$ cat config.mk
export PLATFORM = sky130hd
export DESIGN_NAME = axi_burst_read_engine
export DESIGN_NICKNAME = d
export VERILOG_FILES = /design/src/rtl/axi_burst_read_engine.sv
export SDC_FILE = /design/constraint.sdc
export NUM_CORES = 1
export LEC_CHECK = 0
export CORE_MARGIN = 2
export CORE_UTILIZATION = 46
export CTS_CLUSTER_DIAMETER = 80
export DETAILED_ROUTE_END_ITERATION = 16
export PLACE_DENSITY = 0.93
export SLEW_MARGIN = 20
export SYNTH_ARGS = -nofsm -noshare
export SYNTH_HDL_FRONTEND = slang
export SYNTH_SLANG_ARGS = --single-unit
export TNS_END_PERCENT = 30
$ cat constraint.sdc
create_clock -name clk -period 3.56 [get_ports clk]
set_input_delay 0.712 -clock clk [delete_from_list [all_inputs] [get_ports clk]]
set_output_delay 0.712 -clock clk [all_outputs]
set_load 0.005 [all_outputs]
$ cat src/rtl/axi_burst_read_engine.sv
// axi_burst_read_engine
//
// AXI4 read master that, after a start handshake, fetches data_size words
// starting at byte address axi_offset and stores them in a local single-port
// buffer starting at data_ptr. The transfer is split into INCR bursts of at
// most AXIMaxBurstLen beats, with one burst outstanding at a time. The write
// channels (AW/W/B) are tied off.
//
// Ports
//   clk, reset                      : clock and synchronous active-high reset
//   start_valid/start_ready         : command handshake (data_ptr, data_size, axi_offset)
//   done_valid/done_ready           : completion handshake, error valid with done_valid
//   buffer_addr/wdata/ce/we         : buffer write port, driven straight from the R handshake
//   ar*, r*                         : AXI4 read address / read data channels
//   aw*, w*, b*                     : AXI4 write channels, held idle
module axi_burst_read_engine #(
    parameter int BufferDataWidth = 32,
    parameter int BufferAddrWidth = 10,
    parameter int AXIAddrWidth    = 64,
    parameter int AXIDataWidth    = 32,
    parameter int AXIIDWidth      = 4,
    parameter int AXIMaxBurstLen  = 64
) (
    input  logic                        clk,
    input  logic                        reset,
    input  logic                        start_valid,
    output logic                        start_ready,
    output logic                        done_valid,
    input  logic                        done_ready,
    input  logic [BufferAddrWidth-1:0]  data_ptr,
    input  logic [BufferAddrWidth-1:0]  data_size,
    input  logic [AXIAddrWidth-1:0]     axi_offset,
    output logic                        error,
    output logic [BufferAddrWidth-1:0]  buffer_addr,
    output logic [BufferDataWidth-1:0]  buffer_wdata,
    output logic                        buffer_ce,
    output logic                        buffer_we,
    output logic [AXIAddrWidth-1:0]     araddr,
    output logic [AXIIDWidth-1:0]       arid,
    output logic [7:0]                  arlen,
    output logic [2:0]                  arsize,
    output logic [1:0]                  arburst,
    output logic                        arvalid,
    input  logic                        arready,
    input  logic [AXIDataWidth-1:0]     rdata,
    input  logic [AXIIDWidth-1:0]       rid,
    input  logic [1:0]                  rresp,
    input  logic                        rlast,
    input  logic                        rvalid,
    output logic                        rready,
    output logic [AXIAddrWidth-1:0]     awaddr,
    output logic [AXIIDWidth-1:0]       awid,
    output logic [7:0]                  awlen,
    output logic [2:0]                  awsize,
    output logic [1:0]                  awburst,
    output logic                        awvalid,
    input  logic                        awready,
    output logic [AXIDataWidth-1:0]     wdata,
    output logic [AXIDataWidth/8-1:0]   wstrb,
    output logic                        wlast,
    output logic                        wvalid,
    input  logic                        wready,
    input  logic [AXIIDWidth-1:0]       bid,
    input  logic [1:0]                  bresp,
    input  logic                        bvalid,
    output logic                        bready
);

    localparam int CNT_W   = BufferAddrWidth + 1;
    localparam int MAX_LOG = $clog2(AXIMaxBurstLen);
    localparam logic [BufferAddrWidth-1:0] MAX_MASK    = BufferAddrWidth'(AXIMaxBurstLen - 1);
    localparam logic [8:0]                 MAX_BEATS   = 9'(AXIMaxBurstLen);
    localparam logic [AXIAddrWidth-1:0]    BURST_BYTES = AXIAddrWidth'(AXIMaxBurstLen * (AXIDataWidth / 8));

    typedef enum logic [2:0] {
        IDLE, PREP, PRE_AR, AR, R, DONE
    } state_t;

    state_t                        state_reg, state_next;
    logic [BufferAddrWidth-1:0]    ptr_reg, size_reg;
    logic [AXIAddrWidth-1:0]       offset_reg, araddr_reg;
    logic [CNT_W-1:0]              num_batches_reg, batch_cnt_reg;
    logic [8:0]                    last_len_reg;
    logic [7:0]                    beat_cnt_reg, arlen_reg;
    logic                          error_reg;

    logic [BufferAddrWidth-1:0]    size_rem, size_quot;
    logic                          last_batch, beat_last, r_hs;

    assign size_rem   = size_reg & MAX_MASK;
    assign size_quot  = size_reg >> MAX_LOG;
    assign last_batch = (batch_cnt_reg + CNT_W'(1)) == num_batches_reg;
    assign beat_last  = beat_cnt_reg == arlen_reg;
    assign r_hs       = rvalid & rready;

    // Next-state logic
    always_comb begin
        state_next = state_reg;
        case (state_reg)
            IDLE:    if (start_valid) state_next = PREP;
            PREP:    state_next = (size_reg == '0) ? DONE : PRE_AR;
            PRE_AR:  state_next = AR;
            AR:      if (arready) state_next = R;
            R:       if (rvalid && beat_last) state_next = last_batch ? DONE : PRE_AR;
            DONE:    if (done_ready) state_next = IDLE;
            default: state_next = IDLE;
        endcase
    end

    always_ff @(posedge clk) begin
        if (reset) begin
            state_reg <= IDLE;
        end else begin
            state_reg <= state_next;
        end
    end

    // Datapath registers, updated according to the current state
    always_ff @(posedge clk) begin
        if (reset) begin
            ptr_reg         <= '0;
            size_reg        <= '0;
            offset_reg      <= '0;
            num_batches_reg <= '0;
            last_len_reg    <= '0;
            batch_cnt_reg   <= '0;
            beat_cnt_reg    <= '0;
            araddr_reg      <= '0;
            arlen_reg       <= '0;
            error_reg       <= 1'b0;
        end else begin
            case (state_reg)
                IDLE: begin
                    if (start_valid) begin
                        ptr_reg    <= data_ptr;
                        size_reg   <= data_size;
                        offset_reg <= axi_offset;
                        error_reg  <= 1'b0;
                    end
                end
                PREP: begin
                    num_batches_reg <= CNT_W'(size_quot) + CNT_W'(size_rem != '0);
                    last_len_reg    <= (size_rem != '0) ? 9'(size_rem) : MAX_BEATS;
                    batch_cnt_reg   <= '0;
                end
                PRE_AR: begin
                    arlen_reg <= last_batch ? 8'(last_len_reg - 9'd1) : 8'(MAX_BEATS - 9'd1);
                    if (batch_cnt_reg == '0) begin
                        araddr_reg <= offset_reg;
                    end
                end
                AR: begin
                    // The increment only matters for the next burst, which
                    // reloads arlen but keeps this running address.
                    if (arready) begin
                        araddr_reg   <= araddr_reg + BURST_BYTES;
                        beat_cnt_reg <= '0;
                    end
                end
                R: begin
                    if (rvalid) begin
                        beat_cnt_reg <= beat_cnt_reg + 8'd1;
                        // rlast is only checked, the burst ends on the beat count.
                        if ((rresp != 2'b00) || (rlast != beat_last)) begin
                            error_reg <= 1'b1;
                        end
                        if (beat_last && !last_batch) begin
                            batch_cnt_reg <= batch_cnt_reg + CNT_W'(1);
                        end
                    end
                end
                default: ;
            endcase
        end
    end

    // Handshake and status outputs
    assign start_ready = (state_reg == IDLE);
    assign done_valid  = (state_reg == DONE);
    assign error       = error_reg;

    // Buffer port follows the R handshake combinationally; the address wraps
    // modulo the buffer size.
    assign buffer_ce    = r_hs;
    assign buffer_we    = r_hs;
    assign buffer_wdata = rdata;
    assign buffer_addr  = ptr_reg
                        + BufferAddrWidth'(batch_cnt_reg << MAX_LOG)
                        + BufferAddrWidth'(beat_cnt_reg);

    // Read address / data channels
    assign araddr  = araddr_reg;
    assign arid    = '0;
    assign arlen   = arlen_reg;
    assign arsize  = 3'($clog2(AXIDataWidth / 8));
    assign arburst = 2'b01;
    assign arvalid = (state_reg == AR);
    assign rready  = (state_reg == R);

    // Write channels are unused by a read engine
    assign awaddr  = '0;
    assign awid    = '0;
    assign awlen   = '0;
    assign awsize  = '0;
    assign awburst = '0;
    assign awvalid = 1'b0;
    assign wdata   = '0;
    assign wstrb   = '0;
    assign wlast   = 1'b0;
    assign wvalid  = 1'b0;
    assign bready  = 1'b0;

    logic unused_inputs;
    assign unused_inputs = ^{rid, awready, wready, bid, bresp, bvalid};

endmodule

Word-level counts from Yosys, hierarchy flattened:

Cells that the tools add are included.

* flip-flop bits (word level): 197
* input port bits: 138
* output and inout port bits: 251

* add/sub/neg operators: 7
* eq/ne operators: 16
* mux-type cells: 22
* bitwise logic cells: 1
* reduce and logical (&&, ||, !) cells: 19

Operator list (number)
* 64-bit two-way mux: 2
* 64-bit one-hot mux with 2 select lines: 1
* 64-bit by 9-bit adder with 64-bit output, second input constant: 1
* 8-bit two-way mux: 3
* 11-bit two-way mux: 2
* 11-bit one-hot mux with 2 select lines: 1
* 3-bit two-way mux: 6
* 3-bit one-hot mux with 6 select lines: 1
* 8-bit one-hot mux with 2 select lines: 1
* 11-bit by 1-bit adder with 11-bit output, second input constant: 1
* 11-bit equality test: 1
* 11-bit logical NOT: 1
* 10-bit adder: 1
* 10-bit by 8-bit adder with 10-bit output: 1
* 10-bit logical NOT: 1
* 2-bit by 1-bit inequality test with 1-bit output, second input constant: 5
* 10-bit nonzero test: 1
* 2-bit nonzero test: 5
* 3-bit AND reduction: 3
* 8-bit by 1-bit adder with 8-bit output, second input constant: 1
* 8-bit equality test: 1
* 4-bit AND reduction: 2
* 7-bit by 1-bit subtractor with 8-bit output, second input constant: 1
* 7-bit two-way mux: 1
* other kinds (14): 21

Longest topological paths before layout:

Gate-level depths: netlist of the first run.

* word-level depth: 7
* mapped depth: 10
* mapped depth without buffers: 10

Worst setup path after synthesis of the first run:

OpenSTA, ideal clock, no wires.

* path kind: reg-to-output
* from: register beat_cnt_reg[1]
* to: output buffer_addr[7]
* arrival: 1.992 ns
* required time: 2.848 ns
* slack: 0.856 ns
* cell stages (with the launch flop): 11
* buffers on the path: 0
* cell sequence: dfxtp_1 -> ha_1 -> ha_1 -> inv_1 -> fa_1 -> nor2b_1 -> o21ai_0 -> a21boi_0 -> o21ai_0 -> nor2b_1 -> xnor2_1

* longest elaborated chain between the ends: 1

Ends and longest elaborated chain
* start: declaration: RTL line 84 `logic [7:0] beat_cnt_reg, arlen_reg;`
* start signal: assignment: RTL line 162 `beat_cnt_reg <= beat_cnt_reg + 8'd1;`
* 10-bit by 8-bit adder with 10-bit output: RTL line 189 `+ BufferAddrWidth'(beat_cnt_reg);`
* end: declaration: RTL line 34 `output logic [BufferAddrWidth-1:0] buffer_addr,`

No other way between the ends.

Worst setup path after layout of the first run:

* from: register ptr_reg[1]
* to: output buffer_addr[9]

* longest elaborated chain between the ends: 2

Ends and longest elaborated chain
* start: declaration: RTL line 80 `logic [BufferAddrWidth-1:0] ptr_reg, size_reg;`
* start signal: assignment: RTL line 135 `ptr_reg <= data_ptr;`
* 10-bit adder: RTL line 188 `+ BufferAddrWidth'(batch_cnt_reg << MAX_LOG)`
* 10-bit by 8-bit adder with 10-bit output: RTL line 189

No other way between the ends.

==> PnR_summary.wiki, run 1 <==
{| class="wikitable"
! Metric !! Value
|-
| Synth area leaders || dfxtp_1 (35%), buf_4 (11%), nand2_1 (9.8%)
|-
| Cell chosen for the clock root || clkbuf_16
|-
| Antenna violations before repair || 0
|-
| Maximum count of clock buffers along a single path || 2
|-
| Area delta synth->final || 18.9%
|-
| Vias in the first global route || roughly 9.5k
|-
| Complex-gate fraction of the synthesized area || 18.5%
|-
| Initial core utilization || approximately 47%
|-
| Flip-flop and latch count after synthesis || 191
|-
| Yosys synthesis warning count || 0
|-
| Count of TritonRoute iterations in the first routing pass || 8
|-
| Min-Delay Path Class || reg -> reg
|-
| Lkg Pwr || 0.00477 uW
|-
| Critical setup path kind || reg -> out
|-
| Row Count || 56
|-
| Final Max Tran Viols || 0
|-
| Count of non-filler cells in the finished layout || 1,874
|-
| Seq/Total Area, Yosys || around a third
|-
| Max_slew headroom || between 30% and 40%
|-
| Type of origin of the critical path || flop
|-
| Prevailing post-synth register cell || dfxtp_1
|-
| DIE HEIGHT || 158 um
|-
| Number of nets in the finished design || 1,705
|-
| TritonCTS Sinks || 191
|-
| Number of synthesized flops with an enable pin || 0
|-
| Buffers on Ports || between 150 and 200
|-
| Cell Chain, Critical Path || ha_1 > ha_1 > inv_1 > fa_2 > nor2b_2 > o21ai_2 > a21boi_2 > o21ai_2 > a21oi_2 > xnor2_1 > dlygate4sd2_1
|-
| Maximum VDD drop || 0.487 mV
|-
| Clock tree from TritonCTS || done
|-
| Endpoint type of the worst setup path || output port
|-
| Filler instances || 2,049
|-
| Number of top-level pins || 389
|-
| Latest clock arrival within the worst-skew pair || around 0.44 ns
|-
| Standard cell with the maximum stage delay on the critical path || fa_2
|-
| Critical path buffers and inverters || 2
|-
| Pwr/cell area || 638 nW/um2
|-
| Count of endpoints failing hold in the final timing report || 0
|-
| Final setup violation count || 0
|-
| 1st-iter DRT viols || 992
|-
| Transition time at the pin with the least slew margin || approximately 1.0 ns
|-
| Maxcap violations || 0
|-
| Routed wire length per instance || approximately 17 um
|-
| Status || completed
|-
| Delay of the slowest cell on the worst path || 0.36 ns
|-
| Cts bufs inserted || 17
|-
| Total routing resource utilization after global routing || 24.3%
|-
| Clock skew after layout || 0.0173 ns
|-
| Via density || 5.66
|-
| Endpoint arrival time on the critical path || 2.69 ns
|-
| Synth top area share || between 30% and 40%
|-
| FFs w/ async S/R, synth || 0%
|-
| Average size of a mapped cell || 7.57 um2
|-
| Final period util || 95.5%
|-
| Number of library cell types mapped by synthesis || 74
|-
| Largest area contributor in the synthesized netlist || dfxtp_1
|-
| Global-route wire length before repair || 49,000 um
|-
| Worst endpoint required time || 2.85 ns
|-
| Layout cell share with drive strength beyond 1 || under 10%
|-
| Most used cells in the layout excluding fill and tap cells || nand2_1 (282), dfxtp_1 (188), clkdlybuf4s50_1 (176), a21oi_1 (156), conb_1 (130)
|-
| Via count || around 11k
|-
| Antenna cell count || 0
|-
| Area share of and/or/nand/nor cells after synthesis || 23.7%
|-
| Xor and xnor area share after synthesis || 3.30%
|-
| Post-detailed-route DRC marker count || 0
|-
| Total congestion overflow || 0
|-
| Area of the die || 24,900 um2
|-
| Setup repair after global routing missed its margin || no
|-
| Horizontal die dimension || 158 um
|-
| CTS Hold Buffers Added || 0
|-
| Cell Count Post-Placement || around 1.8k
|-
| Largest family of logic cells by synthesized area || simple AND/OR/NAND/NOR gates
|-
| Gate count of the mapped netlist || approximately 1.4k
|-
| Adder-cell area share of the yosys netlist || 3.09%
|-
| Std-Cell Core Area || roughly 23,000 um2
|-
| Post-DP HPWL || roughly 22,000 um
|-
| Leading cell type in the layout, fill and taps excluded || nand2_1
|-
| Maximum number of pins on one net before global-route repair || 72
|-
| Crit Path Max Fanout || 2
|-
| Clock input transition at the sequential cells of the worst setup and hold paths || 0.08 ns
|-
| Sum of negative setup slack || 0 ns
|-
| Netlist area before placement || 10,900 um2
|-
| Period minus WS final || between 3 and 4 ns
|-
| Max Clk Rate || 294 MHz
|-
| Weighted congestion at the end of routability-driven global placement || approximately 0.9
|-
| Multiplexer fraction of the synthesized cell area || 0.645%
|-
| Routed wire length || between 30,000 and 40,000 um
|-
| # H-tree levels || 4
|-
| Number of antenna-violating nets in the routed design || 0
|-
| Cell family contributing the most delay on the critical path || adder cells
|}
worst reg2reg max path: cells and delay by family, from the launching register on:
kind	cells	cell delay, ns
compound gates	1	0.16
fa+ha+maj	1	0.17
buf+inv	1	0.12
flops	1	0.37
simple gates	5	2.07
final timing paths:
check / start / end / slack (ns) / cells after the start
worst min-delay path: offset_reg[50] / offset_reg[50] / 0.45 / 2
worst min register to register: offset_reg[50] / offset_reg[50] / 0.45 / 2
worst max register to register: batch_cnt_reg[0] / araddr[38] / 0.58 / 8
worst max-delay path: ptr_reg[1] / buffer_addr[9] / 0.16 / 11
stage by stage:
step / cell area, um2 / setup WS, ns / hold slack, ns / power [uW] / utilization [%]
after floorplan: 11300 / 0.856 / 0.432 / 5010 / -
after global placement: 12300 / 0.211 / 0.438 / 6130 / 52.6
after detailed placement: 12300 / 0.0200 / 0.442 / 6250 / 52.6
after CTS: 12900 / 0.0397 / 0.452 / 8210 / 55.3
after global routing: 12900 / 0.0355 / 0.476 / 8730 / 55.4
final: 12900 / 0.159 / 0.453 / 8250 / 55.4
repair_timing:
action                                  in CTS  in global routing
buffers inserted                             1                  0
resized for setup                           16                  3
endpoints found under the setup margin       4                  1
hold endpoints to repair                     0                  0
pin swaps                                    3                  0
layout make-up:
| class | count | area, um2 | area share, % |
|---|---|---|---|
| well taps | 319 | 399 | 3.09 |
| inverters | 32 | 120 | 0.930 |
| flip-flops and latches | 191 | 3830 | 29.6 |
| repair buffers | 211 | 2080 | 16.1 |
| clock inverters | 15 | 181 | 1.40 |
| clock buffers | 17 | 425 | 3.29 |
| multi-input cells | 1089 | 5880 | 45.5 |
power breakdown:
part	switching, uW	internal [uW]	leakage, uW	total [uW]
Combinational	1820	1360	0.00292	3170
Clock	1010	962	0.000290	1970
Sequential	493	2610	0.00156	3100
Total	3320	4930	0.00477	8250
kinds of logic after synthesis:
logic type,after synthesis
buffers and inverters,283
and+or+nand+nor,550
DFF,191
AOI/OAI and AO/OA,336
other,2
xor gates and xnor gates,41
adders and majority gates,25
muxes,7
synth_stat cells (3+ instances only):
master,n
a211o_1,3
a211oi_1,15
a21boi_0,3
a21o_1,5
a21oi_1,158
a22oi_1,8
a311oi_1,4
a31oi_1,22
and2_1,3
and3_1,12
and4_1,8
buf_2,10
buf_4,163
clkbuf_1,75
dfxtp_1,191
fa_1,3
ha_1,22
inv_1,30
mux2i_1,7
nand2_1,284
nand2b_1,7
nand3_1,41
nand4_1,24
nor2_1,71
nor2b_1,10
nor3_1,23
nor3b_1,3
nor4_1,19
nor4b_1,3
o2111ai_1,4
o211ai_1,12
o21a_1,3
o21ai_0,54
o22ai_1,10
o31ai_1,6
o32ai_1,3
o41ai_1,3
or2_2,7
or3_1,13
or4_1,9
xnor2_1,33
xor2_1,8
metal layers:
metal / track usage [%] / up-vias / part of all wire, %
li1: - / 4904 / -
met1: 30.5 / 4933 / 39
met2: 38.6 / 644 / 46
met3: 6.16 / 121 / 9.7
met4: 12.6 / 0 / 4.9
met5: 0 / - / 0
(Power assumes the default switching activity.)
==> run 2, diff against run 1 <==
CORE_MARGIN = 10   (was 2)
==> run 2 against run 1 <==
Against the previous run: clock power hardly changed; clock-buffer cell count is the same; maximum frequency is 0.80% lower; via count down 0.94%; wire length grew 6.5%; setup slack got worse by 0.027 ns; clock skew is 0.0031 ns lower; cell area is 0.13% lower; non-clock buffer count down 3; sequential share of layout area about the same; global-route usage down 3.8 points; total power is 0.22% higher; critical endpoint is now buffer_addr[7]; largest power group unchanged.
==> PnR_summary.wiki, run 2 (synthesis gave the netlist of run 1 again) <==
{| class="wikitable"
! Metric !! Value
|-
| Latest clock arrival within the worst-skew pair || 0.45 ns
|-
| Weighted congestion at the end of routability-driven global placement || 0.932
|-
| Vias in the first global route || 9,789
|-
| Via density || 5.61
|-
| Number of top-level pins || 389
|-
| Antenna violations before repair || 0
|-
| Critical register-to-register path startpoint || araddr[13]
|-
| CTS Hold Buffers Added || 0
|-
| Most used cells in the layout excluding fill and tap cells || nand2_1 (282), dfxtp_1 (189), clkdlybuf4s50_1 (176), a21oi_1 (156), conb_1 (130)
|-
| Row Count || 56
|-
| Area delta synth->final || 18.8%
|-
| Number of nets in the finished design || 1,702
|-
| Sum of negative setup slack || 0 ns
|-
| Maximum count of clock buffers along a single path || 2
|-
| Post-DP HPWL || 24,000 um
|-
| Worst R2R End || araddr[51]
|-
| Reg2reg setup slack || 0.64 ns
|-
| Pwr Total || approximately 8300 uW
|-
| Max Clk Rate || 292 MHz
|-
| Endpoint arrival time on the critical path || 2.72 ns
|-
| Max_slew headroom || between 30% and 40%
|-
| Cts bufs inserted || 17
|-
| Number of antenna-violating nets in the routed design || 0
|-
| Lkg Pwr || 0.00476 uW
|-
| Area of the die || 30,200 um2
|-
| Via count || ~11k
|-
| Type of origin of the critical path || flop
|-
| Share of total power in the clock network || a little under a quarter
|-
| TritonCTS Sinks || 191
|-
| Worst reg-to-reg path cell count || 6
|-
| Final Max Tran Viols || 0
|-
| Clock tree from TritonCTS || done
|-
| Final period util || 96.3%
|-
| Count of endpoints failing hold in the final timing report || 0
|-
| Post-detailed-route DRC marker count || 0
|-
| Maximum VDD drop || 0.380 mV
|-
| Status || completed
|-
| DIE HEIGHT || 174 um
|-
| Cell chosen for the clock root || clkbuf_16
|-
| Transition time at the pin with the least slew margin || 1.00 ns
|-
| Fraction of power consumed by combinational cells || 38.6%
|-
| Total congestion overflow || 0
|-
| Layout cell share with drive strength beyond 1 || under 10%
|-
| Leading cell type in the layout, fill and taps excluded || nand2_1
|-
| Min-Delay Path Class || reg -> reg
|-
| Maxcap violations || 0
|-
| Initial core utilization || approximately 47%
|-
| Global-route wire length before repair || 51,700 um
|-
| 1st-iter DRT viols || 1,154
|-
| Sequential cell fraction of total power || approximately 38%
|-
| Internal cell power || 4920 uW
|-
| Period minus WS final || 3.43 ns
|-
| Pwr/cell area || 641 nW/um2
|-
| Startpoint of the most critical hold path || offset_reg[47]
|-
| Endpoint with the worst hold slack || offset_reg[47]
|-
| Worst endpoint required time || 2.85 ns
|-
| Total routing resource utilization after global routing || 20.5%
|-
| Clock skew after layout || 0.0143 ns
|-
| Final setup violation count || 0
|-
| Buffers on Ports || about 180
|-
| Switch share || 40.4%
|-
| Std-Cell Core Area || 23,300 um2
|-
| Count of TritonRoute iterations in the first routing pass || 6
|-
| Net load switching power || roughly 3300 uW
|-
| # H-tree levels || 4
|-
| Cells on Worst Hold Path || 2
|-
| Crit Path Max Fanout || 2
|-
| Routed wire length || 33,500 um
|-
| Maximum number of pins on one net before global-route repair || 162
|-
| Endpoint type of the worst setup path || output port
|-
| Horizontal die dimension || approximately 170 um
|-
| Antenna cell count || 0
|-
| Clock input transition at the sequential cells of the worst setup and hold paths || 0.08 ns
|-
| Critical setup path kind || reg -> out
|-
| Setup repair after global routing missed its margin || no
|-
| Routed wire length per instance || around 18 um
|}
-- run 2: repair_timing --
action	4_1_cts	5_1_grt
pin swaps	2	0
endpoints found under the setup margin	3	4
gates resized for setup	9	10
setup buffers	1	0
-- run 2: metrics by stage --
step                      utilization [%]  hold slack [ns]  cell area [um2]  setup slack, ns  cells
after floorplan                         -            0.432            11300            0.856   1563
after detailed placement             52.5            0.445            12300           0.0773   1838
after global placement               52.5            0.438            12300            0.199   1838
after global routing                 55.3            0.469            12900           0.0262   1871
final                                55.3            0.453            12900            0.132   1871
after CTS                            55.2            0.454            12900           0.0109   1871
-- run 2: area by class of cell --
cell class,instances,area [um2]
fill,2017,10400
multi-input combinational,1089,5880
sequential,191,3830
timing repair buffer,208,2060
clock buffer,17,425
tap,319,399
clock inverter,15,186
inverter,32,120
-- run 2: worst max-delay path, stage by stage (launching register included) --
cell and delay [ns]:
dfxtp_1 0.32, ha_1 0.29, ha_1 0.18, inv_1 0.06
fa_2 0.36, nor2b_2 0.14, o21ai_2 0.08, a21boi_2 0.19
o21ai_2 0.09, nor2b_2 0.18, xnor2_1 0.12, dlygate4sd2_1 0.26
-- run 2: per-layer routing --
| layer | global-route usage (%) | part of all wire, % | up-vias |
|---|---|---|---|
| met3 | 6.73 | 11 | 107 |
| met5 | 0 | 0 | - |
| met1 | 23.9 | 38 | 4850 |
| met4 | 9.23 | 3.9 | 0 |
| li1 | - | - | 4904 |
| met2 | 33.6 | 47 | 641 |
-- run 2: power by group through the flow --
stage	clock (uW)	combinational, uW	sequential (uW)
detailed placement	0	3140	3120
floorplan	0	2020	2990
finish	1970	3200	3100
global placement	0	3030	3090
global route	2060	3490	3150
CTS	1990	3160	3080
-- run 2: worst max-delay path by stage --
stage	start	to	slack, ns	cells after the start
final	ptr_reg[1]	buffer_addr[7]	0.13	11
after global routing	ptr_reg[1]	buffer_addr[7]	0.03	11
after CTS	ptr_reg[1]	buffer_addr[9]	0.01	11
after detailed placement	ptr_reg[1]	buffer_addr[9]	0.08	11
after global placement	ptr_reg[1]	buffer_addr[9]	0.20	11
after floorplan	beat_cnt_reg[1]	buffer_addr[7]	0.86	10
